`config.mk`:
```
export PLATFORM = sky130hd
export DESIGN_NAME = debug_frame_ctrl
export DESIGN_NICKNAME = d
export VERILOG_FILES = /design/src/rtl/debug_frame_ctrl.sv
export SDC_FILE = /design/constraint.sdc
export NUM_CORES = 1
export LEC_CHECK = 0
export CAP_MARGIN = 20
export CORE_AREA = 2 2 267 269
export CTS_CLUSTER_DIAMETER = 50
export DETAILED_ROUTE_END_ITERATION = 6
export DIE_AREA = 0 0 269 271
export PLACE_DENSITY_LB_ADDON = 0.3
export REMOVE_ABC_BUFFERS = 1
export SYNTH_ARGS = -nofsm -noshare
export SYNTH_HDL_FRONTEND = slang
export SYNTH_SLANG_ARGS = --single-unit
export TNS_END_PERCENT = 20
```
`constraint.sdc`:
```
create_clock -name clock -period 9.9 [get_ports clock]
set_clock_uncertainty 0.15 [all_clocks]
set_input_delay 1.98 -clock clock [delete_from_list [all_inputs] [get_ports clock]]
set_output_delay 1.98 -clock clock [all_outputs]
set_load 0.05 [all_outputs]
```
`src/rtl/debug_frame_ctrl.sv`:
```
// debug_frame_ctrl: UART debug controller for the pipelined datapath.
// Decodes run/step/dump commands from the RX FIFO, drives pipeline enable and
// flush, and uploads a frame: header 0xA5, snapshot bytes, RAM dump, checksum.
// Optional breakpoint support is compiled in with `define DEBUG_BREAKPOINT_EN.
//
// Handshakes: rxRead pops the RX head only in a cycle where rxAvailable=1, and
// rxData is consumed in that same cycle. txWrite pushes txData only in a cycle
// where txFull=0; a byte is counted as sent exactly when txWrite=1.
module debug_frame_ctrl #(
  parameter int SNAP_BYTES = 75,
  parameter int MEM_WORDS  = 5,
  parameter int ADDR_W     = 8,
  parameter int CNT_W      = 8,
  parameter int SNAP_W     = 8 * SNAP_BYTES
) (
  input  logic              clock,
  input  logic              reset,
  input  logic [7:0]        rxData,
  input  logic              rxAvailable,
  output logic              rxRead,
  output logic [7:0]        txData,
  output logic              txWrite,
  input  logic              txFull,
  input  logic              endOfProgram,
  input  logic [ADDR_W-1:0] pcIn,
  input  logic [SNAP_W-1:0] snapData,
  input  logic [31:0]       memDataIn,
  output logic              dbgMemSel,
  output logic [ADDR_W-1:0] dbgMemAddr,
  output logic              pipeEnable,
  output logic              pipeReset,
  output logic [3:0]        ledState,
  output logic [CNT_W-1:0]  sendCounter,
  output logic              frameDone,
  output logic [3:0]        dbgState
);

  typedef enum logic [3:0] {
    S_INIT, S_IDLE, S_IDLE_BP, S_CONT, S_STEP, S_STEP_BP, S_STEP_RUN,
    S_HDR, S_SNAP, S_MEM, S_SUM
  } state_t;

  localparam logic [7:0] CH_C = 8'h63;  // 'c'
  localparam logic [7:0] CH_S = 8'h73;  // 's'
  localparam logic [7:0] CH_D = 8'h64;  // 'd'
  localparam logic [7:0] CH_N = 8'h6E;  // 'n'
  localparam logic [7:0] CH_R = 8'h72;  // 'r'
`ifdef DEBUG_BREAKPOINT_EN
  localparam logic [7:0] CH_B = 8'h62;  // 'b'
  localparam logic [7:0] CH_X = 8'h78;  // 'x'
`endif

  // Counter value of the last snapshot byte, first RAM byte and last RAM byte.
  localparam logic [CNT_W-1:0] SNAP_LAST = CNT_W'(SNAP_BYTES);
  localparam logic [CNT_W-1:0] MEM_BASE  = CNT_W'(SNAP_BYTES + 1);
  localparam logic [CNT_W-1:0] MEM_LAST  = CNT_W'(SNAP_BYTES + 4 * MEM_WORDS);

  state_t           state_q, state_d;
  state_t           ret_q, ret_d;
  logic [CNT_W-1:0] cnt_q, cnt_d;
  logic [7:0]       sum_q, sum_d;
  logic             mem_wait_q, mem_wait_d;
  logic             frame_done_q, frame_done_d;
  logic [7:0]       snap_byte;
  logic [7:0]       mem_byte;
  logic [CNT_W-1:0] mem_off;
  logic             bp_hit;

`ifdef DEBUG_BREAKPOINT_EN
  logic [ADDR_W-1:0] bp_addr_q, bp_addr_d;
  logic              bp_armed_q, bp_armed_d;

  assign bp_hit = bp_armed_q && (pcIn == bp_addr_q);

  // Breakpoint address and arm flag.
  always_ff @(posedge clock or negedge reset) begin
    if (!reset) begin
      bp_addr_q  <= '0;
      bp_armed_q <= 1'b0;
    end else begin
      bp_addr_q  <= bp_addr_d;
      bp_armed_q <= bp_armed_d;
    end
  end
`else
  logic unused_pc;
  assign unused_pc = ^pcIn;
  assign bp_hit    = 1'b0;
`endif

  assign mem_off     = cnt_q - MEM_BASE;
  assign sendCounter = cnt_q;
  assign frameDone   = frame_done_q;
  assign dbgState    = state_q;

  // Select the snapshot byte addressed by the send counter (byte k at counter k+1).
  always_comb begin
    snap_byte = 8'h00;
    for (int k = 0; k < SNAP_BYTES; k++) begin
      if (cnt_q == CNT_W'(k + 1)) snap_byte = snapData[SNAP_W-1-8*k -: 8];
    end
  end

  // Select the RAM word byte, most significant byte first.
  always_comb begin
    case (mem_off[1:0])
      2'd0:    mem_byte = memDataIn[31:24];
      2'd1:    mem_byte = memDataIn[23:16];
      2'd2:    mem_byte = memDataIn[15:8];
      default: mem_byte = memDataIn[7:0];
    endcase
  end

  // State, frame counter, checksum and wait-cycle registers.
  always_ff @(posedge clock or negedge reset) begin
    if (!reset) begin
      state_q      <= S_INIT;
      ret_q        <= S_IDLE;
      cnt_q        <= '0;
      sum_q        <= 8'h00;
      mem_wait_q   <= 1'b0;
      frame_done_q <= 1'b0;
    end else begin
      state_q      <= state_d;
      ret_q        <= ret_d;
      cnt_q        <= cnt_d;
      sum_q        <= sum_d;
      mem_wait_q   <= mem_wait_d;
      frame_done_q <= frame_done_d;
    end
  end

  // Command decode, pipeline control and frame sequencing.
  always_comb begin
    state_d      = state_q;
    ret_d        = ret_q;
    cnt_d        = cnt_q;
    sum_d        = sum_q;
    mem_wait_d   = mem_wait_q;
    frame_done_d = 1'b0;
`ifdef DEBUG_BREAKPOINT_EN
    bp_addr_d    = bp_addr_q;
    bp_armed_d   = bp_armed_q;
`endif
    rxRead       = 1'b0;
    txWrite      = 1'b0;
    txData       = 8'h00;
    pipeEnable   = 1'b0;
    pipeReset    = 1'b0;
    dbgMemSel    = 1'b0;
    dbgMemAddr   = '0;
    ledState     = 4'b0000;

    case (state_q)
      S_INIT: begin
        pipeReset = 1'b1;
        state_d   = S_IDLE;
      end

      S_IDLE: begin
        pipeReset = 1'b1;
        ledState  = 4'b0001;
        if (rxAvailable) begin
          rxRead = 1'b1;
          case (rxData)
            CH_C: state_d = S_CONT;
            CH_S: state_d = S_STEP;
            CH_D: begin
              state_d = S_HDR;
              ret_d   = S_IDLE;
            end
`ifdef DEBUG_BREAKPOINT_EN
            CH_B: state_d = S_IDLE_BP;
            CH_X: bp_armed_d = 1'b0;
`endif
            default: ;
          endcase
        end
      end

`ifdef DEBUG_BREAKPOINT_EN
      S_IDLE_BP, S_STEP_BP: begin
        pipeReset = (state_q == S_IDLE_BP);
        ledState  = (state_q == S_IDLE_BP) ? 4'b0001 : 4'b0010;
        if (rxAvailable) begin
          rxRead     = 1'b1;
          bp_addr_d  = rxData[ADDR_W-1:0];
          bp_armed_d = 1'b1;
          state_d    = (state_q == S_IDLE_BP) ? S_IDLE : S_STEP;
        end
      end
`endif

      S_CONT: begin
        ledState = 4'b0100;
        // The pipe is held in the exit cycle so it never advances past a hit.
        if (endOfProgram) begin
          state_d = S_HDR;
          ret_d   = S_IDLE;
        end else if (bp_hit) begin
          state_d = S_HDR;
          ret_d   = S_STEP;
        end else begin
          pipeEnable = 1'b1;
        end
`ifdef DEBUG_BREAKPOINT_EN
        if (bp_hit) bp_armed_d = 1'b0;
`endif
      end

      S_STEP: begin
        ledState = 4'b0010;
        if (rxAvailable) begin
          rxRead = 1'b1;
          case (rxData)
            CH_N: state_d = S_STEP_RUN;
            CH_R: state_d = S_IDLE;
`ifdef DEBUG_BREAKPOINT_EN
            CH_B: state_d = S_STEP_BP;
            CH_X: bp_armed_d = 1'b0;
`endif
            default: ;
          endcase
        end
      end

      S_STEP_RUN: begin
        ledState   = 4'b0010;
        pipeEnable = 1'b1;
        state_d    = S_HDR;
        ret_d      = endOfProgram ? S_IDLE : S_STEP;
      end

      S_HDR: begin
        ledState = 4'b1000;
        txData   = 8'hA5;
        sum_d    = 8'h00;
        if (!txFull) begin
          txWrite = 1'b1;
          cnt_d   = cnt_q + CNT_W'(1);
          state_d = S_SNAP;
        end
      end

      S_SNAP: begin
        ledState = 4'b1000;
        txData   = snap_byte;
        if (!txFull) begin
          txWrite = 1'b1;
          sum_d   = sum_q + snap_byte;
          cnt_d   = cnt_q + CNT_W'(1);
          if (cnt_q == SNAP_LAST) begin
            state_d    = S_MEM;
            mem_wait_d = 1'b1;
          end
        end
      end

      S_MEM: begin
        ledState   = 4'b1000;
        dbgMemSel  = 1'b1;
        dbgMemAddr = ADDR_W'(mem_off[CNT_W-1:2]);
        txData     = mem_byte;
        // The first cycle on each new word address lets the RAM read settle.
        if (mem_wait_q) begin
          mem_wait_d = 1'b0;
        end else if (!txFull) begin
          txWrite = 1'b1;
          sum_d   = sum_q + mem_byte;
          cnt_d   = cnt_q + CNT_W'(1);
          if (cnt_q == MEM_LAST) begin
            state_d = S_SUM;
          end else if (mem_off[1:0] == 2'd3) begin
            mem_wait_d = 1'b1;
          end
        end
      end

      S_SUM: begin
        ledState = 4'b1000;
        txData   = sum_q;
        if (!txFull) begin
          txWrite      = 1'b1;
          cnt_d        = '0;
          frame_done_d = 1'b1;
          state_d      = ret_q;
        end
      end

      default: state_d = S_INIT;
    endcase
  end

endmodule

```
== After elaboration in Yosys (flattened, before gate mapping) ==
Index checks and enable logic that the tools add are counted.
Storage, ports and cells
  output and inout port bits: 38
  bits in registers: 26
  word-level logic and storage cells: 254
Cells by class
  equal/unequal tests: 105
  mux-type cells: 122
  reduce and logical (&&, ||, !) cells: 17
  add/subtract/negate cells: 4
Operators with widths (number)
  two-way mux 8 bit: 81
  equality test 8 x 6 -> 1 bit (second input constant): 32
  equality test 8 x 7 -> 1 bit (second input constant): 18
  equality test 8 x 5 -> 1 bit (second input constant): 16
  one-hot mux 8 bit (3 select lines): 3
  equality test 8 x 4 -> 1 bit (second input constant): 8
  two-way mux 4 bit: 13
  one-hot mux 4 bit (9 select lines): 1
  equality test 8 x 3 -> 1 bit (second input constant): 4
  one-hot mux 8 bit (4 select lines): 1
  one-hot mux 4 bit (3 select lines): 2
  != test 2 bit (second input constant): 11
  adder 8 bit: 2
  equality test 8 x 2 -> 1 bit (second input constant): 2
  one-hot mux 4 bit (4 select lines): 1
  two-way mux 1 bit: 14
  equality test 4 x 3 -> 1 bit (second input constant): 3
  equality test 4 bit (second input constant): 3
  AND reduction 12 bit: 1
  nonzero test 3 bit: 3
  adder 8 x 1 -> 8 bit (second input constant): 1
  equality test 8 x 1 -> 1 bit (second input constant): 1
  one-hot mux 4 bit (2 select lines): 1
  AND reduction 4 bit: 2
  other kinds (17): 24

== Logic depth before layout (Yosys ltp) ==
  word-level depth: 79
  depth in mapped cells: 24
  gate-level depth less buffers: 21

== Worst setup path after synthesis ==
No wires, ideal clock.
  kind: register -> output
  from: reg cnt_q[0] (netlist: sendCounter[0])
  to: out txData[4]
  slack: 3.642 ns
  data arrival time: 4.128 ns
  stages on the path, launching flop included: 14
  data required time: 7.770 ns
  cell sequence: dfrtp_1 inv_1 ha_1 clkbuf_1 or4b_1 buf_2 nor2_1 a221oi_1 a211oi_1 o211ai_1 a211oi_1 o311a_1 nor2b_1 o31ai_1
On the way
  longest elaborated chain between the ends: 77
Ends and longest elaborated chain
  start: declaration: line 60  | logic [CNT_W-1:0] cnt_q, cnt_d;
  start signal: assignment: line 126  | cnt_q <= cnt_d;
  equality test 8 x 1 -> 1 bit: line 100  | if (cnt_q == CNT_W'(k + 1)) snap_byte = snapData[SNAP_W-1-8*k -: 8];
  two-way mux 8 bit (75 in series): line 100
  one-hot mux 8 bit (4 select lines) (*): line 154  | case (state_q)
  end: declaration: line 21  | output logic [7:0] txData,
Every way passes the cells marked *; elsewhere a longest branch is shown, timed or not.

== Worst setup path after layout ==
  from: in snapData[121]
  to: out txData[1]
On the way
  longest elaborated chain between the ends: 17
Ends and longest elaborated chain
  start: declaration: line 26  | input logic [SNAP_W-1:0] snapData,
  two-way mux 8 bit (16 in series): line 100
  one-hot mux 8 bit (4 select lines): line 154
Every way passes these cells.

==> reports/metrics.cfg <==
[outcome]
run_status = finished, final reports clean

[drt]
drt_wl_total_microns = 99800
vias = 17628
wl_per_cell_microns = 31.1
ant_nets = 0
drc = 0
drt_first_iter_violations = 1727
drtPass1Iterations = 6
vias_per_cell = 5.49

[floorplanning]
ioPinCount = 691
fp.dieW_microns = 269
die-area_sq_um = 72900
fp.dieH_microns = 271
core.rowCount = 97
coreArea_sq_um = 69800
start_util = 0.145

[clock_tree]
clock_latency_ns = 0.26
cts_tree = yes
cts_sinks = 24
cts.clk_slew.worst_paths_ns = 0.07
cts_inserted_buffers = 3
cts_setup_buffers = 0
cts-resized-gates = 0
clock-root-buffer = clkbuf_16
clock_path_buffers = 2
cts-hold-fix-buffers = 0
h-tree-depth = 1

[power]
irDropWorstVdd_v = 0.000147
leakage_nw = 6.26
p_per_area_nw_per_um2 = 130

[synthesis]
yosys_register_bits = 24
dominantRegCellSynth = dfrtp_1
synth_warnings = 0
synth_cell_types = 96
netlist.area_leader.share = 0.0752
synthTopCellsByArea = nand2_1, nor2_1, dfrtp_1
syn_inst = 1619
seq_area_frac_synth = 0.0594
ys_async_sr_fraction = 1.00
synth_edf_count = 0
netlist_area_sq_um = 10100
syn_avg_cell_area_sq_um = 6.26
synth_area_leader_cell = nand2_1

[critical_path]
r2r-end = sum_q[7]
cp-end-kind = primary output
cpPeakStageDelay_ns = 0.86
reg2reg_depth = 22
start_kind = input pin
cp_data_required_time_ns = 7.77
r2r_slack_ns = 2.54
critPathTopFamily = compound AO/OA/AOI/OAI gates
path_max_fanout = 3
path_buf_inv = 3
arrival_ns = 6.72
cp-startpoint = snapData[121]
slowest_stage = clkdlybuf4s50_1
critPathKind = input pin to primary output
cp_cell_sequence = clkdlybuf4s50_1 > or3_1 > o2111ai_1 > a211o_1 > a2111oi_1 > nand4_1 > a211oi_1 > buf_4 > o31ai_1 > o211ai_1 > clkdlybuf4s50_1
cp.depth = 11
r2r-start = sendCounter[4]
endpoint = txData[1]
cp_common_cell = clkdlybuf4s50_1

[timing]
worstMarginPinSlew_ns = 1.02
setup_slack_ns = 1.05
max_freq_mhz = 113
relSlewSlack = 0.299
hold_violations = 0
setup_viol = 0
min_period_ns = 8.85
fin_tns_setup_ns = 0
drv_slew = 0
rsz0062_at_grt = no
finalCritPeriodShare = 0.894

[final_layout]
fillCellCount = 7773
layout-drive-gt1-share = 0.0472
nNetsFinal = 2916
area_growth_pct = 79.8

[place]
gp_congestion = 1.00
portBuffers = 680
pre_cts_ws_ns = 1.08
hpwl_microns = 83800

[job]
cap_violations = 0

[global_route]
grt_max_degree = 28
grt_remaining_overflow = 0
antenna_found_initial = 27
grt_use_total = 0.257
grt_pass1_wl_microns = 135000
grt_pass1_vias = 17704

[min_path]
min_path_cells = 2
hold_path.class = register to register

-- flip-flops by register name, summed over array words and instances (netlist names) --
name and cells:
dbgState 4, frameDone 1, mem_wait_q 1, ret_q 2
sendCounter 8, sum_q 8
-- metrics by stage --
step           hold slack, ns  cell area [sq um]  power [mW]   util  cells
4_1_cts                 0.371              18200        2.41  0.260   3185
3_3_place_gp            0.355              18000        2.28  0.259   3181
6_report                0.372              18200        2.37  0.261   3209
3_5_place_dp            0.356              18000        2.29  0.259   3181
5_1_grt                 0.395              18200        2.54  0.261   3203
2_1_floorplan           0.331               9580        1.15      -   1500
-- logic make-up (layout without fill, tap and decap cells) --
family / Yosys count / count (layout) / share of synthesized area
compound gates: 689 / 689 / 0.486
xor+xnor: 14 / 14 / 0.0121
fa+ha+maj: 16 / 16 / 0.0205
buf+inv: 146 / 772 / 0.0642
flops: 24 / 24 / 0.0594
mux: 2 / 2 / 0.00198
other cells: 1 / 25 / 0.000370
simple gates: 727 / 727 / 0.355
-- worst register-to-register path, stage by stage, from the launching register on --
cell	delay, ns
dfrtp_1	0.84
buf_4	0.40
nand4bb_1	0.17
buf_4	0.26
o211ai_1	0.46
o22ai_1	0.20
a211o_1	0.39
a2111oi_1	0.75
nand4_1	0.37
a211oi_1	0.80
buf_4	0.28
o31ai_1	0.19
o21ai_0	0.23
ha_1	0.26
a21o_1	0.18
a21oi_1	0.22
o21bai_1	0.09
a21oi_1	0.22
o21ai_0	0.17
xor2_1	0.27
nor3_1	0.08
mux2i_1	0.18
nand3_1	0.09
-- cell usage after synthesis (28+ instances only) --
| cell type | count |
|---|---|
| nand2_1 | 203 |
| nor2_1 | 184 |
| o21ai_0 | 115 |
| a21oi_1 | 114 |
| nand3_1 | 90 |
| nor3_1 | 86 |
| clkbuf_1 | 64 |
| o22ai_1 | 53 |
| a221oi_1 | 52 |
| o221ai_1 | 39 |
| buf_2 | 34 |
| o211ai_1 | 33 |
| a211oi_1 | 28 |
-- routing by layer --
metal | up-vias | part of all wire | GRT usage
met1 | 8609 | 0.41 | 0.325
li1 | 7752 | - | -
met4 | 14 | 0.027 | 0.0722
met5 | - | 0.00089 | 0
met3 | 135 | 0.083 | 0.0441
met2 | 1118 | 0.48 | 0.443
-- layout by cell type, fill, tap and decap left out, types with 9 or more instances in the layout --
cell / instances
clkdlybuf4s50_1: 680
nand2_1: 203
nor2_1: 184
o21ai_0: 115
a21oi_1: 114
nand3_1: 90
nor3_1: 86
buf_4: 61
o22ai_1: 53
a221oi_1: 52
o221ai_1: 39
o211ai_1: 33
a211oi_1: 28
inv_1: 26
a22oi_1: 26
diode_2: 23
a31oi_1: 22
dfrtp_1: 22
nor4_1: 21
a2111oi_0: 19
o2111ai_1: 18
nand4_1: 18
a21o_1: 18
and3_1: 16
ha_1: 15
a211o_1: 14
o31ai_1: 14
or3_1: 12
and2_1: 11
nor2b_1: 11
o21a_1: 10
a221o_1: 10
nor2_2: 9
a32oi_1: 9
-- power breakdown --
group          internal, mW  switching [mW]
Sequential            0.133          0.0810
Clock                0.0805          0.0394
Combinational         0.746            1.29
Total                 0.959            1.41
-- layout make-up --
cell class / instances / area, sq um / share of cell area
antenna: 23 / 57.6 / 0.00316
clock buffer: 3 / 75.1 / 0.00412
clock inverter: 1 / 30.0 / 0.00165
inverter: 26 / 97.6 / 0.00536
multi-input combinational: 1450 / 8910 / 0.489
sequential: 24 / 603 / 0.0331
tap: 940 / 1180 / 0.0646
timing repair buffer: 742 / 7270 / 0.399
-- how the worst min path moves through the flow --
stage / startpoint / to / slack [ns]
6_report: ret_q[2] / ret_q[2] / 0.37
3_3_place_gp: ret_q[0] / ret_q[0] / 0.36
5_1_grt: ret_q[0] / ret_q[0] / 0.39
4_1_cts: ret_q[2] / ret_q[2] / 0.37
2_1_floorplan: ret_q[2] / ret_q[2] / 0.33
3_5_place_dp: ret_q[2] / ret_q[2] / 0.36
Note: power is estimated with default switching activity, not from simulation.
==> patch (same flow settings) <==
Take the reset off `sum_q` and load it in a clocked block of its own.
--- a/src/rtl/debug_frame_ctrl.sv
+++ b/src/rtl/debug_frame_ctrl.sv
@@ -117,17 +117,19 @@
       state_q      <= S_INIT;
       ret_q        <= S_IDLE;
       cnt_q        <= '0;
-      sum_q        <= 8'h00;
       mem_wait_q   <= 1'b0;
       frame_done_q <= 1'b0;
     end else begin
       state_q      <= state_d;
       ret_q        <= ret_d;
       cnt_q        <= cnt_d;
-      sum_q        <= sum_d;
       mem_wait_q   <= mem_wait_d;
       frame_done_q <= frame_done_d;
     end
+  end
+
+  always_ff @(posedge clock) begin
+    sum_q <= sum_d;
   end
 
   // Command decode, pipeline control and frame sequencing.
Check against the original RTL: same outputs for any inputs over 10 cycles, from zero or initial values and one cycle with reset low; that may be too few to reach the edited logic, so the function may still have changed.
==> patch against the unedited design <==
- first-iteration DRC count down 4.7%
- non-clock buffer count down 22
- wire length down 4.0%
- hold slack better by 30 ps
- worst setup slack better by 460 ps
- sequential cell count unchanged
- register-to-register slack better by 410 ps
- synthesized cell count down 1.1%
- combinational power up 16%
- design area down 1.7%
- power up 13%
- area after synthesis down 2.0%
- critical endpoint is now txData[7]
==> patch: results <==
set metrics [dict create \
    run_status "complete, no violations" \
    setup.worst_path.end "txData[7]" \
    post_drt_via_cell_ratio 5.36 \
    detailedRoute.firstIterationViolations 1646 \
    path_clk_slew_ps 70 \
    synth_seq_area_share_pct 6.47 \
    synth.top_cells.by_count "247 x sky130_fd_sc_hd__nor2_1, 226 x sky130_fd_sc_hd__nand2_1, 106 x sky130_fd_sc_hd__a21oi_1" \
    globalRouteMet3Util_pct 4.15 \
    ys.warnings.count 0 \
    htree_levels 1 \
    synth_async_sr_flop_share_pct 66.7 \
    grt.total_usage_pct 24.7 \
    fillerInstances 7726 \
    clock_latency_on_the_worst_skew_pair_ps 260 \
    synth_area_leaders "sky130_fd_sc_hd__nor2_1 9.3%, sky130_fd_sc_hd__nand2_1 8.5%, sky130_fd_sc_hd__a21oi_1 5.3%" \
    reg2reg_setup_slack_ps 2950 \
    place.port_buffers 680 \
    worst_hold_path_type "flip-flop to flip-flop" \
    r2r-end "sum_q[7]" \
    worstPathArrival_ps 6270 \
    synth-edff-count 8 \
    worst-r2r-cell-count 21 \
    grt_use_met2_pct 44.0 \
    worstHoldPathCells 1 \
    grt-busiest-layer "met2" \
    cellLeakagePower_nw 6.34 \
    post-cts-setup-buffers 0 \
    met1Wirelength_um 39300 \
    grt_start_max_net_pins 43 \
    grt_pass1_wl_um 130000 \
    reg2reg_from "sendCounter[2]" \
    cts_root_buf "sky130_fd_sc_hd__clkbuf_16" \
    synth_flop_cell "sky130_fd_sc_hd__dfrtp_1" \
    cts_max_path_buffers 2 \
    met3_wirelength_um 7020 \
    setup-tns-final_ps 0 \
    top_metal_used "met5" \
    drive_gt1_share_pct 4.31 \
    worstSetupStartpointType "flip-flop" \
    post_cts.resized_instances 0 \
    timing.hold.worst_endpoint "ret_q[0]" \
    antenna_found_initial 22 \
    finalNetCount 2896 \
    vdd_drop_max_mv 0.149 \
    drt_pass1_iterations 6 \
    worst_slew_pin_slew_ps 1140 \
    crit_path_max_fanout 17 \
    gr-usage-met1_pct 30.8 \
    first_global_vias 17100 \
    post_drt_wl_per_cell_um 30.1 \
    dp_hpwl_um 81600 \
    finalWeightedCongestion 0.971 \
    hold_path_startpoint "ret_q[0]" \
    post_synth_num_cell_types 95 \
    wl_met2_um 47300 \
    cts_inserted_buffers 3 \
]
patch: changes by cell type after synthesis, moves of 10 or more:
| cell | change |
|---|---|
| sky130_fd_sc_hd__a221o_1 | +11 |
| sky130_fd_sc_hd__a221oi_1 | -10 |
| sky130_fd_sc_hd__buf_2 | -11 |
| sky130_fd_sc_hd__nand2_1 | +23 |
| sky130_fd_sc_hd__nand3_1 | -10 |
| sky130_fd_sc_hd__nor2_1 | +63 |
| sky130_fd_sc_hd__nor3_1 | -18 |
| sky130_fd_sc_hd__o21ai_0 | -10 |
patch: where the power goes:
group	internal (mW)	total, mW	switching, mW
Sequential	0.130	0.189	0.0597
Combinational	0.866	2.37	1.50
Clock	0.0704	0.110	0.0392
patch: cells by family after synthesis:
| kind of cell | after synthesis | share of synthesized area, % |
|---|---|---|
| AO/OA/AOI/OAI | 628 | 44.9 |
| multiplexers | 4 | 0.416 |
| other | 1 | 0.0378 |
| buffers and inverters | 117 | 5.47 |
| flip-flops | 24 | 6.47 |
| AND/OR/NAND/NOR | 798 | 39.4 |
| adder cells (fa/ha/maj) | 16 | 2.09 |
| XOR/XNOR | 13 | 1.15 |
patch: metrics by stage:
step / hold WS (ps) / total power [mW] / area (um^2) / instances / worst slack (ps)
finish: 402 / 2.67 / 17900 / 3181 / 1500
global route: 419 / 2.85 / 17900 / 3175 / 1150
CTS: 399 / 2.69 / 17900 / 3165 / 1380
detailed placement: 388 / 2.57 / 17800 / 3161 / 1370
global placement: 382 / 2.56 / 17800 / 3160 / 1430
floorplan: 359 / 1.35 / 9450 / 1502 / 2720
patch: area by class of cell:
type	count	share of cell area [%]
Multi-Input combinational cell	1461	49.1
Timing Repair Buffer	720	39.6
Tap cell	940	6.57
Sequential cell	24	3.60
Clock buffer	4	0.559
Inverter	17	0.356
Antenna cell	15	0.210
